[src/rtl/corr_sched.sv]
// corr_sched
// Sequencer for a shared, time-multiplexed autocorrelation engine. One frame
// of 2*MAX_TAU samples is captured into an external dual-read sample RAM.
// A single external MAC is then swept over every lag in [MIN_TAU, MAX_TAU).
// The largest correlation is tracked, and its lag is published as the period
// estimate.
//
// Ports
//   clk, rst          : clock and synchronous active-high reset
//   start             : one-cycle run request, honoured only when idle
//   sample_valid      : one strobe per incoming sample
//   wr_en, wr_addr    : sample RAM write port
//   rd_en             : RAM read / MAC product enable
//   rd_addr_a         : sample index i
//   rd_addr_b         : sample index i+tau
//   mac_clr           : zero the accumulator
//   mac_last          : final product of the current lag
//   acc_in            : accumulator value returned by the MAC
//   busy              : high whenever not idle
//   done              : one-cycle pulse when peak_tau/peak_val are published
//   peak_tau          : lag of the maximum correlation
//   peak_val          : correlation value at peak_tau
//
// Build option
//   CORR_SCHED_CONT_EN : when defined, the block restarts capture right after
//                        every result and free-runs until reset.

module corr_sched #(
   parameter int MAX_TAU = 256,
   parameter int MIN_TAU = 50,
   parameter int MAC_LAT = 2,
   parameter int ACC_W   = 32,
   localparam int AW     = $clog2(2*MAX_TAU)
) (
   input  logic                    clk,
   input  logic                    rst,
   input  logic                    start,
   input  logic                    sample_valid,
   output logic                    wr_en,
   output logic [AW-1:0]           wr_addr,
   output logic                    rd_en,
   output logic [AW-1:0]           rd_addr_a,
   output logic [AW-1:0]           rd_addr_b,
   output logic                    mac_clr,
   output logic                    mac_last,
   input  logic signed [ACC_W-1:0] acc_in,
   output logic                    busy,
   output logic                    done,
   output logic [15:0]             peak_tau,
   output logic signed [ACC_W-1:0] peak_val
);

   localparam int DW = (MAC_LAT > 1) ? $clog2(MAC_LAT) : 1;

   localparam logic [AW-1:0] LAST_ADDR  = AW'(2*MAX_TAU-1);
   localparam logic [AW-1:0] LAST_I     = AW'(MAX_TAU-1);
   localparam logic [AW-1:0] LAST_TAU   = AW'(MAX_TAU-1);
   localparam logic [AW-1:0] FIRST_TAU  = AW'(MIN_TAU);
   localparam logic [DW-1:0] LAST_DRAIN = DW'(MAC_LAT-1);
   localparam logic signed [ACC_W-1:0] MOST_NEG = {1'b1, {(ACC_W-1){1'b0}}};

   typedef enum logic [2:0] {
      S_IDLE,
      S_CAPTURE,
      S_CLEAR,
      S_ACCUM,
      S_DRAIN,
      S_COMPARE,
      S_DONE
   } state_t;

   state_t state, state_n;

   // Internal bookkeeping registers and their next values
   logic [AW-1:0]           wr_cnt, wr_cnt_n;
   logic [AW-1:0]           i_cnt, i_cnt_n;
   logic [AW-1:0]           tau, tau_n;
   logic [DW-1:0]           drain_cnt, drain_cnt_n;
   logic signed [ACC_W-1:0] best_val, best_val_n;
   logic [AW-1:0]           best_tau, best_tau_n;

   // Next values of the registered outputs
   logic                    wr_en_n, rd_en_n, mac_clr_n, mac_last_n;
   logic                    busy_n, done_n;
   logic [AW-1:0]           wr_addr_n, rd_addr_a_n, rd_addr_b_n;
   logic [15:0]             peak_tau_n;
   logic signed [ACC_W-1:0] peak_val_n;

   // Scratch values for the lag step and the peak comparison
   logic [AW-1:0]           i_next;
   logic                    better;
   logic signed [ACC_W-1:0] cmp_val;
   logic [AW-1:0]           cmp_tau;

   // State and output registers. Every output comes straight from a flop, so
   // the combinational block below computes what the outputs must show in
   // the cycle that the next state is entered.
   always_ff @(posedge clk) begin
      if (rst) begin
         state     <= S_IDLE;
         wr_cnt    <= '0;
         i_cnt     <= '0;
         tau       <= '0;
         drain_cnt <= '0;
         best_val  <= '0;
         best_tau  <= '0;
         wr_en     <= 1'b0;
         wr_addr   <= '0;
         rd_en     <= 1'b0;
         rd_addr_a <= '0;
         rd_addr_b <= '0;
         mac_clr   <= 1'b0;
         mac_last  <= 1'b0;
         busy      <= 1'b0;
         done      <= 1'b0;
         peak_tau  <= '0;
         peak_val  <= '0;
      end else begin
         state     <= state_n;
         wr_cnt    <= wr_cnt_n;
         i_cnt     <= i_cnt_n;
         tau       <= tau_n;
         drain_cnt <= drain_cnt_n;
         best_val  <= best_val_n;
         best_tau  <= best_tau_n;
         wr_en     <= wr_en_n;
         wr_addr   <= wr_addr_n;
         rd_en     <= rd_en_n;
         rd_addr_a <= rd_addr_a_n;
         rd_addr_b <= rd_addr_b_n;
         mac_clr   <= mac_clr_n;
         mac_last  <= mac_last_n;
         busy      <= busy_n;
         done      <= done_n;
         peak_tau  <= peak_tau_n;
         peak_val  <= peak_val_n;
      end
   end

   // The peak comparison made in COMPARE. It is strict, so on a tie the
   // earlier (lower) lag is kept.
   always_comb begin
      better  = (acc_in > best_val);
      cmp_val = better ? acc_in : best_val;
      cmp_tau = better ? tau : best_tau;
      i_next  = i_cnt + AW'(1);
   end

   // Next-state and next-output logic. Strobes default low, and addresses
   // and results hold their values. Each state only overrides what changes
   // when it moves on.
   always_comb begin
      state_n     = state;
      wr_cnt_n    = wr_cnt;
      i_cnt_n     = i_cnt;
      tau_n       = tau;
      drain_cnt_n = drain_cnt;
      best_val_n  = best_val;
      best_tau_n  = best_tau;
      wr_en_n     = 1'b0;
      wr_addr_n   = wr_addr;
      rd_en_n     = 1'b0;
      rd_addr_a_n = rd_addr_a;
      rd_addr_b_n = rd_addr_b;
      mac_clr_n   = 1'b0;
      mac_last_n  = 1'b0;
      busy_n      = 1'b1;
      done_n      = 1'b0;
      peak_tau_n  = peak_tau;
      peak_val_n  = peak_val;

      case (state)
         S_IDLE: begin
            busy_n = 1'b0;
            if (start) begin
               state_n   = S_CAPTURE;
               busy_n    = 1'b1;
               wr_addr_n = '0;
               wr_cnt_n  = '0;
            end
         end

         // The write to the last address is still shown in CAPTURE. The move
         // to CLEAR happens once that write strobe is on the outputs.
         S_CAPTURE: begin
            if (wr_en && (wr_addr == LAST_ADDR)) begin
               state_n    = S_CLEAR;
               mac_clr_n  = 1'b1;
               tau_n      = FIRST_TAU;
               best_val_n = MOST_NEG;
               best_tau_n = FIRST_TAU;
            end else if (sample_valid) begin
               wr_en_n   = 1'b1;
               wr_addr_n = wr_cnt;
               wr_cnt_n  = wr_cnt + AW'(1);
            end
         end

         S_CLEAR: begin
            state_n     = S_ACCUM;
            i_cnt_n     = '0;
            rd_en_n     = 1'b1;
            rd_addr_a_n = '0;
            rd_addr_b_n = tau;
         end

         // The product for i_cnt is on the outputs now. Issue i_cnt+1, or
         // stop after the product flagged with mac_last.
         S_ACCUM: begin
            if (i_cnt == LAST_I) begin
               state_n     = S_DRAIN;
               drain_cnt_n = '0;
            end else begin
               i_cnt_n     = i_next;
               rd_en_n     = 1'b1;
               rd_addr_a_n = i_next;
               rd_addr_b_n = i_next + tau;
               mac_last_n  = (i_next == LAST_I);
            end
         end

         S_DRAIN: begin
            if (drain_cnt == LAST_DRAIN) begin
               state_n = S_COMPARE;
            end else begin
               drain_cnt_n = drain_cnt + DW'(1);
            end
         end

         // The result is published in the same cycle that DONE is entered.
         // The published values therefore include this last comparison.
         S_COMPARE: begin
            best_val_n = cmp_val;
            best_tau_n = cmp_tau;
            if (tau == LAST_TAU) begin
               state_n    = S_DONE;
               done_n     = 1'b1;
               peak_tau_n = 16'(cmp_tau);
               peak_val_n = cmp_val;
            end else begin
               state_n   = S_CLEAR;
               tau_n     = tau + AW'(1);
               mac_clr_n = 1'b1;
            end
         end

         S_DONE: begin
`ifdef CORR_SCHED_CONT_EN
            state_n   = S_CAPTURE;
            wr_addr_n = '0;
            wr_cnt_n  = '0;
`else
            state_n = S_IDLE;
            busy_n  = 1'b0;
`endif
         end

         default: begin
            state_n = S_IDLE;
            busy_n  = 1'b0;
         end
      endcase
   end

endmodule

[config.mk]
export PLATFORM = sky130hd
export DESIGN_NAME = corr_sched
export DESIGN_NICKNAME = d
export VERILOG_FILES = /design/src/rtl/corr_sched.sv
export SDC_FILE = /design/constraint.sdc
export NUM_CORES = 1
export LEC_CHECK = 0
export BUFFER_PORTS_ARGS = -buffer_cell sky130_fd_sc_hd__buf_4
export CORE_MARGIN = 8
export CORE_UTILIZATION = 60
export CTS_CLUSTER_DIAMETER = 50
export DETAILED_ROUTE_END_ITERATION = 7
export GPL_ROUTABILITY_DRIVEN = 0
export GPL_TIMING_DRIVEN = 0
export PLACE_DENSITY = 0.84
export SYNTH_ARGS = -nofsm -noshare
export SYNTH_HDL_FRONTEND = slang
export SYNTH_SLANG_ARGS = --single-unit
[constraint.sdc]
create_clock -name clk -period 6.16 [get_ports clk]
set_clock_uncertainty 0.1 [all_clocks]
set_input_delay 1.232 -clock clk [delete_from_list [all_inputs] [get_ports clk]]
set_output_delay 1.232 -clock clk [all_outputs]
set_load 0.02 [all_outputs]
==> results by group <==
Place
  • Final HPWL from detailed placement: approximately 13000 um
  • DP Worst Slack: 2000 ps
  • IO buf count: 108
  • Dpl cells: 1097

Power and ir drop
  • Reg power frac: 0.372
  • Leak: between 3 and 4 nW
  • Clk pwr share: 0.480
  • Power Total: between 2 and 2.5 mW
  • Peak supply drop: roughly 0.23 mV
  • Comb pwr share: 0.148
  • Int Pwr: between 1.5 and 2 mW
  • Net Sw Frac: 0.255
  • Pwr dens: between 200 and 300 mW/mm^2
  • Switching pwr: ~0.63 mW

Synthesis
  • Adder-Cell Fraction of Synth Area: 0.0812
  • Most instantiated library cell after synthesis: dfxtp_1
  • Synth Area in Simple Gates: 0.175
  • Syn Std Cell Area: about 0.0073 sq mm
  • Post-synthesis mux area share: 0.0573
  • Largest cells by area after synthesis: dfxtp_1, ha_1, mux2i_1, a211oi_1, o32ai_2
  • Top FF cell, synth: dfxtp_1
  • Seq/Total Area, Yosys: 0.374
  • Yosys cell types: between 50 and 60
  • Number of flops mapped to enable cells by yosys: 0
  • Seq cells post-synth: around 140
  • Synthesized instance count: between 800 and 900
  • Async SR Flop Fraction: 0
  • Post-synth top cells: dfxtp_1, nor2_1, inv_1
  • Yosys top cell area share: 0.374
  • Post-Synth XOR/XNOR Area: 0.0287
  • Main combinational cell family by area after synthesis: compound AO/OA/AOI/OAI gates
  • Syn. warnings: 0
  • Post-synth top area cell: dfxtp_1
  • Compound-Gate Fraction of Synth Area: 0.199
  • Avg Inst Size Synth: 8.77 sq um

Routing
  • DR vias: between 6000 and 7000
  • Final wirelength: between 15000 and 20000 um
  • Total iterations of the first detailed-routing run: 5
  • Per-cell routed wire length: roughly 17 um
  • Number of vias per cell: approximately 5.8
  • Initial drt markers: ~530
  • Final ANT Viol Nets: 0
  • Residual DRC: 0

STA
  • Fmax: about 260 MHz
  • # setup viols final: 0
  • Tightest Pin Transition: between 700 and 800 ps
  • Total Neg Setup Slack: 0 ps
  • Final Hold Fails: 0
  • Setup ws final: between 2000 and 2500 ps
  • RSZ-0062 raised after global routing: no
  • Fin. max-slew vios: 0
  • Slew HR: 0.529
  • Fin crit share: 0.628
  • Final Critical Period: 3870 ps
  • Hold_ws: roughly 360 ps

Worst setup path
  • Crit path launch type: flop
  • Worst path required time: around 6400 ps
  • Critical Path AT: a little over 4000 ps
  • Crit-path max FO: 10
  • Worst setup EP type: flop
  • Critical path class: reg -> reg

Clock tree
  • Clk root buf: clkbuf_16
  • Worst skew pair latency: 430 ps
  • Setup repair bufs after CTS: 0
  • Clk buf depth: 2
  • # H-tree levels: 4
  • Inserted Clock Buffers: 17
  • Hold buffers post-CTS: 0
  • Sink Count: between 100 and 150
  • CTS tree: yes
  • Clk pin slew, worst setup/hold paths: ~60 ps
  • Resized cells post-CTS: 0

Die
  • Die area: 0.0160 sq mm
  • Initial core utilization: 0.613
  • Ports: between 100 and 150
  • Die width: 127 um
  • Die Y: approximately 130 um
  • Core footprint: roughly 0.012 sq mm
  • Rows: 40

Global routing
  • Vias in the first global route: approximately 6500
  • GRT overflow: 0
  • Largest net degree at the start of global routing: 17
  • Overall global routing resource usage: 0.240
  • First-pass GRT wire length: between 30000 and 40000 um
  • Initial antenna violation count: 0

Cells and area
  • Post-Layout Cell Count: ~1100
  • Layout cells sized above 1: 0.189
  • NumNets Final: about 1100
  • Diode count: 0
  • Syn-to-layout area delta: 23.3%
  • Layout fillers: roughly 870

Job
  • Max-cap viol count: 0

Outcome
  • Status: complete, no violations

Min path
  • Tightest Hold Check Type: reg -> reg
## flip-flops by register name, indices dropped and copies added, names as in the netlist, 3 cells and up
name / flops
best_tau: 9
best_val: 32
i_cnt: 9
peak_tau: 9
peak_val: 32
rd_addr_b: 9
state: 3
tau: 9
wr_addr: 9
wr_cnt: 9
## through the flow
| step | util | cell area [sq um] |
|---|---|---|
| after floorplan | - | 7360 |
| after global placement | 0.698 | 8350 |
| after detailed placement | 0.698 | 8350 |
| after CTS | 0.756 | 9040 |
| after global routing | 0.756 | 9040 |
| final | 0.756 | 9040 |
## kinds of logic after synthesis
logic type / after synthesis
buffers and inverters: 138
flip-flops: 137
multiplexers: 42
AO/OA/AOI/OAI: 182
adder cells (fa/ha/maj): 47
XOR/XNOR: 24
AND/OR/NAND/NOR: 265
other: 1
## area by class of cell
type | instances | area [sq um] | share of cell area
Multi-Input combinational cell | 567 | 3990 | 0.442
Sequential cell | 137 | 2740 | 0.303
Timing Repair Buffer | 108 | 811 | 0.0897
Clock buffer | 18 | 439 | 0.0486
Buffer | 59 | 323 | 0.0357
Inverter | 79 | 297 | 0.0328
Clock inverter | 14 | 250 | 0.0277
Tap cell | 147 | 184 | 0.0203
## path summary, 6_finish.rpt
path,startpoint,to,slack (ps),cells after the start
worst min-delay path,best_tau[4],best_tau[4],360,2
worst max register to register,i_cnt[1],best_val[19],2290,11
worst max-delay path,i_cnt[1],best_val[19],2290,11
worst min register to register,best_tau[4],best_tau[4],360,2
## power groups by stage
stage	Sequential (mW)	Combinational (mW)	Clock [mW]
2_1_floorplan	0.950	0.246	0
3_3_place_gp	0.942	0.355	0
3_5_place_dp	0.943	0.359	0
4_1_cts	0.924	0.365	1.19
5_1_grt	0.926	0.398	1.24
6_report	0.924	0.368	1.19
## per-layer routing
layer  GRT usage  part of all wire
met3      0.0587             0.071
met4      0.0885             0.020
met5           0                 0
met2       0.403              0.49
met1       0.291              0.42
## cell usage in the layout, fill, tap and decap left out, drive strengths merged, types with 7 or more instances in the layout
master / instances
a211oi: 52
a21oi: 43
and2b: 20
and3: 10
buf: 130
bufinv: 7
clkbuf: 55
conb: 7
dfxtp: 137
ha: 46
inv: 79
mux2i: 42
nand2: 58
nand3: 22
nand4: 15
nor2: 86
nor2b: 12
nor3: 22
o21ai: 19
o22a: 8
o32ai: 30
xnor2: 12
xor2: 12
## critical path, stage by stage, from the launching register on
cell and delay, ps:
dfxtp_1 430, ha_1 300, and3_1 270, and3_1 180, ha_1 240, and3b_1 190
o21ai_0 280, nand4b_1 270, nor2_1 520, buf_1 600, o32ai_2 180, and2b_1 180
(Power assumes the default switching activity.)
